[config.mk]
export PLATFORM = sky130hd
export DESIGN_NAME = uart_rom_loader
export DESIGN_NICKNAME = d
export VERILOG_FILES = /design/src/rtl/uart_rom_loader_pkg.sv /design/src/rtl/uart_rom_loader_rx.sv /design/src/rtl/uart_rom_loader.sv
export SDC_FILE = /design/constraint.sdc
export NUM_CORES = 1
export LEC_CHECK = 0
export CORE_MARGIN = 1.5
export CORE_UTILIZATION = 45
export CTS_CLUSTER_DIAMETER = 120
export DETAILED_ROUTE_END_ITERATION = 10
export GPL_ROUTABILITY_DRIVEN = 0
export GPL_TIMING_DRIVEN = 0
export PLACE_DENSITY = 0.68
export SKIP_CTS_REPAIR_TIMING = 1
export SLEW_MARGIN = 25
export SYNTH_ARGS = -nofsm -noshare
export SYNTH_HDL_FRONTEND = slang
export SYNTH_SLANG_ARGS = --single-unit
[constraint.sdc]
create_clock -name clk -period 3.1 [get_ports clk]
set_input_delay 0.775 -clock clk [delete_from_list [all_inputs] [get_ports clk]]
set_output_delay 0.775 -clock clk [all_outputs]
set_load 0.02 [all_outputs]
[src/rtl/uart_rom_loader_pkg.sv]
// -----------------------------------------------------------------------------
// uart_rom_loader_pkg
// Shared constants for the UART ROM loader: frame sync bytes, the framing FSM
// state encoding and the byte-receiver state encoding.
// -----------------------------------------------------------------------------
package uart_rom_loader_pkg;

    // Frame preamble bytes
    localparam logic [7:0] SYNC0 = 8'h55;
    localparam logic [7:0] SYNC1 = 8'hAA;

    // Framing FSM encoding
    localparam logic [2:0] ST_IDLE_ENC = 3'd0;
    localparam logic [2:0] ST_HDR_ENC  = 3'd1;
    localparam logic [2:0] ST_LEN0_ENC = 3'd2;
    localparam logic [2:0] ST_LEN1_ENC = 3'd3;
    localparam logic [2:0] ST_DATA_ENC = 3'd4;
    localparam logic [2:0] ST_CSUM_ENC = 3'd5;

    typedef enum logic [2:0] {
        ST_IDLE = ST_IDLE_ENC,
        ST_HDR  = ST_HDR_ENC,
        ST_LEN0 = ST_LEN0_ENC,
        ST_LEN1 = ST_LEN1_ENC,
        ST_DATA = ST_DATA_ENC,
        ST_CSUM = ST_CSUM_ENC
    } loader_state_e;

    // Byte receiver encoding
    typedef enum logic [1:0] {
        RX_IDLE,
        RX_START,
        RX_BITS,
        RX_STOP
    } rx_state_e;

endpackage

[src/rtl/uart_rom_loader_rx.sv]
// -----------------------------------------------------------------------------
// uart_byte_rx
// 8N1 UART byte receiver: 2-flop synchroniser, start-bit qualification at half
// a bit, data sampling at bit centres, stop-bit check.
// Ports:
//   clk, rst_n     clock / asynchronous active-low reset
//   rx_i           raw serial line (idle high)
//   rx_valid_o     1-cycle strobe, rx_data_o holds the received byte
//   rx_data_o      received byte (LSB first on the line)
//   rx_ferr_o      1-cycle strobe when the stop bit sampled low
// -----------------------------------------------------------------------------
module uart_byte_rx
    import uart_rom_loader_pkg::*;
#(
    parameter int CLKS_PER_BIT = 434
) (
    input  logic       clk,
    input  logic       rst_n,
    input  logic       rx_i,
    output logic       rx_valid_o,
    output logic [7:0] rx_data_o,
    output logic       rx_ferr_o
);

    localparam int CW   = $clog2(CLKS_PER_BIT + 1);
    localparam int HALF = CLKS_PER_BIT / 2;

    logic [1:0] sync_q;
    logic       prev_q;
    logic       rx_s;
    rx_state_e  state_q;
    logic [CW-1:0] cnt_q;
    logic [2:0] bit_q;
    logic [7:0] shift_q;
    logic       valid_q;
    logic       ferr_q;
    logic [7:0] data_q;

    assign rx_s = sync_q[1];

    always_ff @(posedge clk or negedge rst_n) begin
        if (!rst_n) begin
            // Synchroniser resets to the idle line level so reset release
            // cannot look like a start bit.
            sync_q  <= 2'b11;
            prev_q  <= 1'b1;
            state_q <= RX_IDLE;
            cnt_q   <= '0;
            bit_q   <= '0;
            shift_q <= '0;
            valid_q <= 1'b0;
            ferr_q  <= 1'b0;
            data_q  <= '0;
        end else begin
            sync_q  <= {sync_q[0], rx_i};
            prev_q  <= rx_s;
            valid_q <= 1'b0;
            ferr_q  <= 1'b0;
            case (state_q)
                RX_IDLE: begin
                    cnt_q <= '0;
                    bit_q <= '0;
                    if (prev_q && !rx_s) begin
                        state_q <= RX_START;
                    end
                end
                RX_START: begin
                    // Re-check the line mid start bit; a short glitch is dropped.
                    if (cnt_q == CW'(HALF - 1)) begin
                        cnt_q   <= '0;
                        state_q <= rx_s ? RX_IDLE : RX_BITS;
                    end else begin
                        cnt_q <= cnt_q + CW'(1);
                    end
                end
                RX_BITS: begin
                    if (cnt_q == CW'(CLKS_PER_BIT - 1)) begin
                        cnt_q   <= '0;
                        shift_q <= {rx_s, shift_q[7:1]};
                        bit_q   <= bit_q + 3'd1;
                        if (bit_q == 3'd7) begin
                            state_q <= RX_STOP;
                        end
                    end else begin
                        cnt_q <= cnt_q + CW'(1);
                    end
                end
                RX_STOP: begin
                    if (cnt_q == CW'(CLKS_PER_BIT - 1)) begin
                        cnt_q   <= '0;
                        state_q <= RX_IDLE;
                        if (rx_s) begin
                            valid_q <= 1'b1;
                            data_q  <= shift_q;
                        end else begin
                            ferr_q <= 1'b1;
                        end
                    end else begin
                        cnt_q <= cnt_q + CW'(1);
                    end
                end
                default: state_q <= RX_IDLE;
            endcase
        end
    end

    assign rx_valid_o = valid_q;
    assign rx_data_o  = data_q;
    assign rx_ferr_o  = ferr_q;

endmodule

[src/rtl/uart_rom_loader.sv]
// -----------------------------------------------------------------------------
// uart_rom_loader
// Receives a framed program image over UART (55 AA LEN_lo LEN_hi data.. CSUM),
// assembles little-endian 32-bit words and writes them to the ROM write port.
// Ports:
//   clk, rst_n   clock / asynchronous active-low reset
//   uart_rx_i    serial input, 8N1
//   wr_en_o      one-cycle ROM write strobe per word
//   wr_addr_o    word-aligned ROM byte address (held between writes)
//   wr_data_o    ROM write data (held between writes)
//   busy_o       frame in progress; core must be held in reset
//   done_o       last frame completed with good checksum (sticky)
//   err_o        last frame aborted (sticky)
// -----------------------------------------------------------------------------
module uart_rom_loader
    import uart_rom_loader_pkg::*;
#(
    parameter int          CLK_FREQ    = 50_000_000,
    parameter int          BAUD        = 115200,
    parameter logic [31:0] BASE_ADDR   = 32'h0000_0000,
    parameter int          MAX_WORDS   = 32,
    parameter int          TIMEOUT_CYC = 5_000_000
) (
    input  logic        clk,
    input  logic        rst_n,
    input  logic        uart_rx_i,
    output logic        wr_en_o,
    output logic [31:0] wr_addr_o,
    output logic [31:0] wr_data_o,
    output logic        busy_o,
    output logic        done_o,
    output logic        err_o
);

    localparam int          CLKS_PER_BIT = CLK_FREQ / BAUD;
    localparam int          KW           = $clog2(MAX_WORDS + 1);
    localparam int          TW           = $clog2(TIMEOUT_CYC + 1);
    localparam logic [15:0] MAX_N        = 16'(MAX_WORDS);

    logic       rx_valid;
    logic       rx_ferr;
    logic [7:0] rx_data;

    uart_byte_rx #(
        .CLKS_PER_BIT (CLKS_PER_BIT)
    ) u_rx (
        .clk        (clk),
        .rst_n      (rst_n),
        .rx_i       (uart_rx_i),
        .rx_valid_o (rx_valid),
        .rx_data_o  (rx_data),
        .rx_ferr_o  (rx_ferr)
    );

    loader_state_e state_q;
    logic [7:0]    len_lo_q;
    logic [KW-1:0] n_q;
    logic [KW-1:0] k_q;
    logic [1:0]    j_q;
    logic [23:0]   word_q;
    logic [7:0]    sum_q;
    logic [TW-1:0] to_cnt_q;
    logic [TW-1:0] to_cnt_d;
    logic          wr_en_q;
    logic [31:0]   wr_addr_q;
    logic [31:0]   wr_data_q;
    logic          busy_q;
    logic          done_q;
    logic          err_q;

    logic [15:0]   len_full;
    logic          timeout_hit;

    assign len_full = {rx_data, len_lo_q};

    // The counter holds the number of clocks since the last rx_valid while a
    // frame is open; it expires on the TIMEOUT_CYC-th such clock, and that
    // expiry takes priority over a byte arriving in the same cycle.
    assign timeout_hit = (state_q != ST_IDLE) && (to_cnt_q == TW'(TIMEOUT_CYC - 1));

    always_comb begin
        to_cnt_d = to_cnt_q + TW'(1);
        if (state_q == ST_IDLE || rx_valid) begin
            to_cnt_d = '0;
        end
    end

    always_ff @(posedge clk or negedge rst_n) begin
        if (!rst_n) begin
            state_q   <= ST_IDLE;
            len_lo_q  <= '0;
            n_q       <= '0;
            k_q       <= '0;
            j_q       <= '0;
            word_q    <= '0;
            sum_q     <= '0;
            to_cnt_q  <= '0;
            wr_en_q   <= 1'b0;
            wr_addr_q <= '0;
            wr_data_q <= '0;
            busy_q    <= 1'b0;
            done_q    <= 1'b0;
            err_q     <= 1'b0;
        end else begin
            wr_en_q  <= 1'b0;
            to_cnt_q <= to_cnt_d;
            if (timeout_hit || (rx_ferr && state_q != ST_IDLE)) begin
                state_q  <= ST_IDLE;
                err_q    <= 1'b1;
                done_q   <= 1'b0;
                busy_q   <= 1'b0;
                to_cnt_q <= '0;
            end else if (rx_valid) begin
                case (state_q)
                    ST_IDLE: begin
                        if (rx_data == SYNC0) begin
                            state_q <= ST_HDR;
                            done_q  <= 1'b0;
                            err_q   <= 1'b0;
                            busy_q  <= 1'b1;
                            sum_q   <= '0;
                            k_q     <= '0;
                            j_q     <= '0;
                        end
                    end
                    ST_HDR: begin
                        if (rx_data == SYNC1) begin
                            state_q <= ST_LEN0;
                        end else if (rx_data != SYNC0) begin
                            // Not a frame after all: back off silently.
                            state_q <= ST_IDLE;
                            busy_q  <= 1'b0;
                        end
                    end
                    ST_LEN0: begin
                        len_lo_q <= rx_data;
                        state_q  <= ST_LEN1;
                    end
                    ST_LEN1: begin
                        k_q <= '0;
                        j_q <= '0;
                        if (len_full == 16'd0) begin
                            n_q     <= '0;
                            state_q <= ST_CSUM;
                        end else if (len_full > MAX_N) begin
                            state_q <= ST_IDLE;
                            err_q   <= 1'b1;
                            busy_q  <= 1'b0;
                        end else begin
                            n_q     <= len_full[KW-1:0];
                            state_q <= ST_DATA;
                        end
                    end
                    ST_DATA: begin
                        sum_q <= sum_q + rx_data;
                        j_q   <= j_q + 2'd1;
                        case (j_q)
                            2'd0: word_q[7:0]   <= rx_data;
                            2'd1: word_q[15:8]  <= rx_data;
                            2'd2: word_q[23:16] <= rx_data;
                            default: begin
                                // Top byte completes the word: write it now.
                                wr_en_q   <= 1'b1;
                                wr_addr_q <= BASE_ADDR + 32'({k_q, 2'b00});
                                wr_data_q <= {rx_data, word_q};
                                k_q       <= k_q + KW'(1);
                                if (k_q == n_q - KW'(1)) begin
                                    state_q <= ST_CSUM;
                                end
                            end
                        endcase
                    end
                    ST_CSUM: begin
                        if (rx_data == sum_q) begin
                            done_q <= 1'b1;
                        end else begin
                            err_q <= 1'b1;
                        end
                        busy_q  <= 1'b0;
                        state_q <= ST_IDLE;
                    end
                    default: begin
                        state_q <= ST_IDLE;
                        busy_q  <= 1'b0;
                    end
                endcase
            end
        end
    end

    assign wr_en_o   = wr_en_q;
    assign wr_addr_o = wr_addr_q;
    assign wr_data_o = wr_data_q;
    assign busy_o    = busy_q;
    assign done_o    = done_q;
    assign err_o     = err_q;

endmodule

==> flow_summary.ini <==
[outcome]
status = finished clean

[global_routing]
grtUsageTotal = 0.1916
grt_antenna_before_repair = 0
grt_max_degree = 83
grt_pass1_vias = 5355
grt-ovfl-total = 0
grt_pass1_wl_um = 27230

[setup_path]
crit_arrival_ns = 3.06
r2r_cells = 7
slowest_stage = dfrtp_1
timing.rr.start = u_rx.rx_data_o[3]
crit_family = simple AND/OR/NAND/NOR gates
cp-end-kind = register
rrSetupSlack_ns = 0.37
worstPathMaxFanout = 10
crit_required_ns = 3.43
crit_chain = ha_1, nor2_1, nor2_1, a2111oi_1, nor3_1, or4bb_2, o211ai_1
timing.critical_path.buf_inv = 0
cpMostUsedCell = nor2_1
r2r-end = sum_q[7]
critPathKind = reg -> reg
start_kind = register
max_stage_delay_ns = 0.70

[placement]
dp_slack_ns = 0.1212
io_buffers = 44
hpwl_um = 11090

[sta]
drv_slew = 0
setup_viol = 0
tightest_slew_ns = 0.8732
skew_ns = 0.02069
rsz0062_at_grt = false
hold-worst-slack_ns = 0.3326
fmax_mhz = 366.3
timing.slew.headroom = 0.4125
finalCriticalPeriod_ns = 2.730
finalHoldViolCount = 0
period_share = 0.8806
layout_setup_ws_ns = 0.3701
timing.setup.tns_ns = 0

[floorplan]
die-area_um2 = 17980
io_pins = 71
die_x_um = 134.1
fp.coreArea_um2 = 16700
row_count = 47
initial_core_util = 0.4631
fp.dieH_um = 134.1

[clocking]
cts.sinks = 157
clkTransAtPathRegs_ns = 0.06
clk_path_buf_depth = 2
clockRootBuffer = clkbuf_16
htree_levels = 4
cts_tree = built
numCtsBuffers = 17
clock_latency_ns = 0.43

[detailed_routing]
antenna_left = 0
drtPass1Iterations = 5
via_count = 5161
drtIter0Drc = 202
remaining_drc_errors = 0
vias_per_cell = 5.240
wire_per_inst_um = 16.15
routed_wl_um = 15910

[pwr]
ir_worst_vdd_v = 0.0004745
finalPower_uw = 4446
p_leak_uw = 0.004305
power_density_nw_per_um2 = 484.6

[logic_synthesis]
ys_ff_latch = 157
synthArstFlopShare = 1.000
syn_inst = 663
synth_flop_cell = dfrtp_1
synthesis.area_um2 = 7735
synth_cell_types = 77
yosysWarnings = 0
yosysSeqAreaShare = 0.5084
syn_area_per_cell_um2 = 11.67
synth-edff-count = 0

[finish]
insertedDiodeCount = 0
area_growth_syn_to_layout_pct = 18.62
most-common-layout-cells = dfrtp_1, nand2_1, nor2_1
regArea_um2 = 3934
drive_gt1_frac = 0.2379
fin_nets = 775
layout_commonest_cell = dfrtp_1
final_util = 0.5494
n_fill_cell = 1443
multi_input_area_um2 = 3483

[job]
maxCapViolations = 0

[min_path]
hold_path_class = in -> async
-- layout make-up --
| type | count | share of cell area |
|---|---|---|
| Clock inverter | 12 | 0.01732 |
| Tap cell | 220 | 0.03000 |
| Sequential cell | 157 | 0.4287 |
| Multi-Input combinational cell | 468 | 0.3797 |
| Timing Repair Buffer | 45 | 0.05155 |
| Inverter | 20 | 0.008728 |
| Clock buffer | 20 | 0.04759 |
| Buffer | 43 | 0.03641 |
-- logic make-up after synthesis --
family | after synthesis | share of synthesized area
AND/OR/NAND/NOR | 211 | 0.1425
flip-flops | 157 | 0.5084
multiplexers | 87 | 0.1399
AO/OA/AOI/OAI | 83 | 0.07522
buffers and inverters | 63 | 0.05354
XOR/XNOR | 40 | 0.04529
adder cells (fa/ha/maj) | 21 | 0.03462
other | 1 | 0.0004848
-- sequential cells by signal (all words and copies together), names as in the netlist, 8 cells and up, named ones only --
name and cells:
u_rx.rx_data_o 8, wr_data_o 32, u_rx.shift_q 8, len_lo_q 8
sum_q 8, u_rx.cnt_q 9, to_cnt_q 23, word_q 24
-- cells in the mapped netlist (7+ instances only) --
master / instances / share of area
nor2_1: 50 / 0.024
nor3_1: 13 / 0.0084
a21oi_1: 16 / 0.010
xnor2_1: 18 / 0.020
nand3_1: 19 / 0.012
mux2i_1: 8 / 0.010
mux2_2: 48 / 0.070
buf_4: 26 / 0.025
dfrtp_1: 154 / 0.50
ha_1: 19 / 0.031
o21ai_0: 26 / 0.017
nor4_1: 7 / 0.0057
nand2_1: 66 / 0.032
xor2_1: 22 / 0.025
inv_1: 18 / 0.0087
nand4_1: 10 / 0.0081
mux2_4: 30 / 0.058
-- layer usage --
| layer | GRT usage | vias up | wire length (um) |
|---|---|---|---|
| met5 | 0 | - | 0 |
| met4 | 0.05376 | 0 | 115 |
| met3 | 0.04119 | 10 | 608 |
| met2 | 0.3265 | 96 | 8140 |
| met1 | 0.2478 | 2594 | 7044 |
| li1 | - | 2461 | - |
-- worst max path at each step --
stage	from	endpoint	slack, ns	cells past startpoint
6_report	u_rx.rx_data_o[3]	sum_q[7]	0.37	7
5_1_grt	u_rx.rx_data_o[1]	sum_q[7]	0.16	7
3_3_place_gp	rst_n	u_rx.cnt_q[2]	-4.83	1
2_1_floorplan	u_rx.rx_data_o[1]	sum_q[7]	0.76	7
3_5_place_dp	u_rx.rx_data_o[1]	sum_q[7]	0.12	7
4_1_cts	u_rx.rx_data_o[1]	sum_q[7]	0.1	7
-- where the power goes --
part / total [uW] / switching [uW] / internal (uW) / leakage [uW]
combinational: 242 / 157 / 84.5 / 0.00184
clock: 2110 / 832 / 1280 / 0.000291
sequential: 2100 / 17.6 / 2080 / 0.00218
-- per-stage QoR --
step | instance area [um2] | instances
final | 9175 | 985
after global routing | 9175 | 985
after CTS | 9173 | 985
after detailed placement | 8577 | 953
after global placement | 8544 | 952
after floorplan | 7829 | 688
No activity file was read; power rests on OpenSTA's default activity.
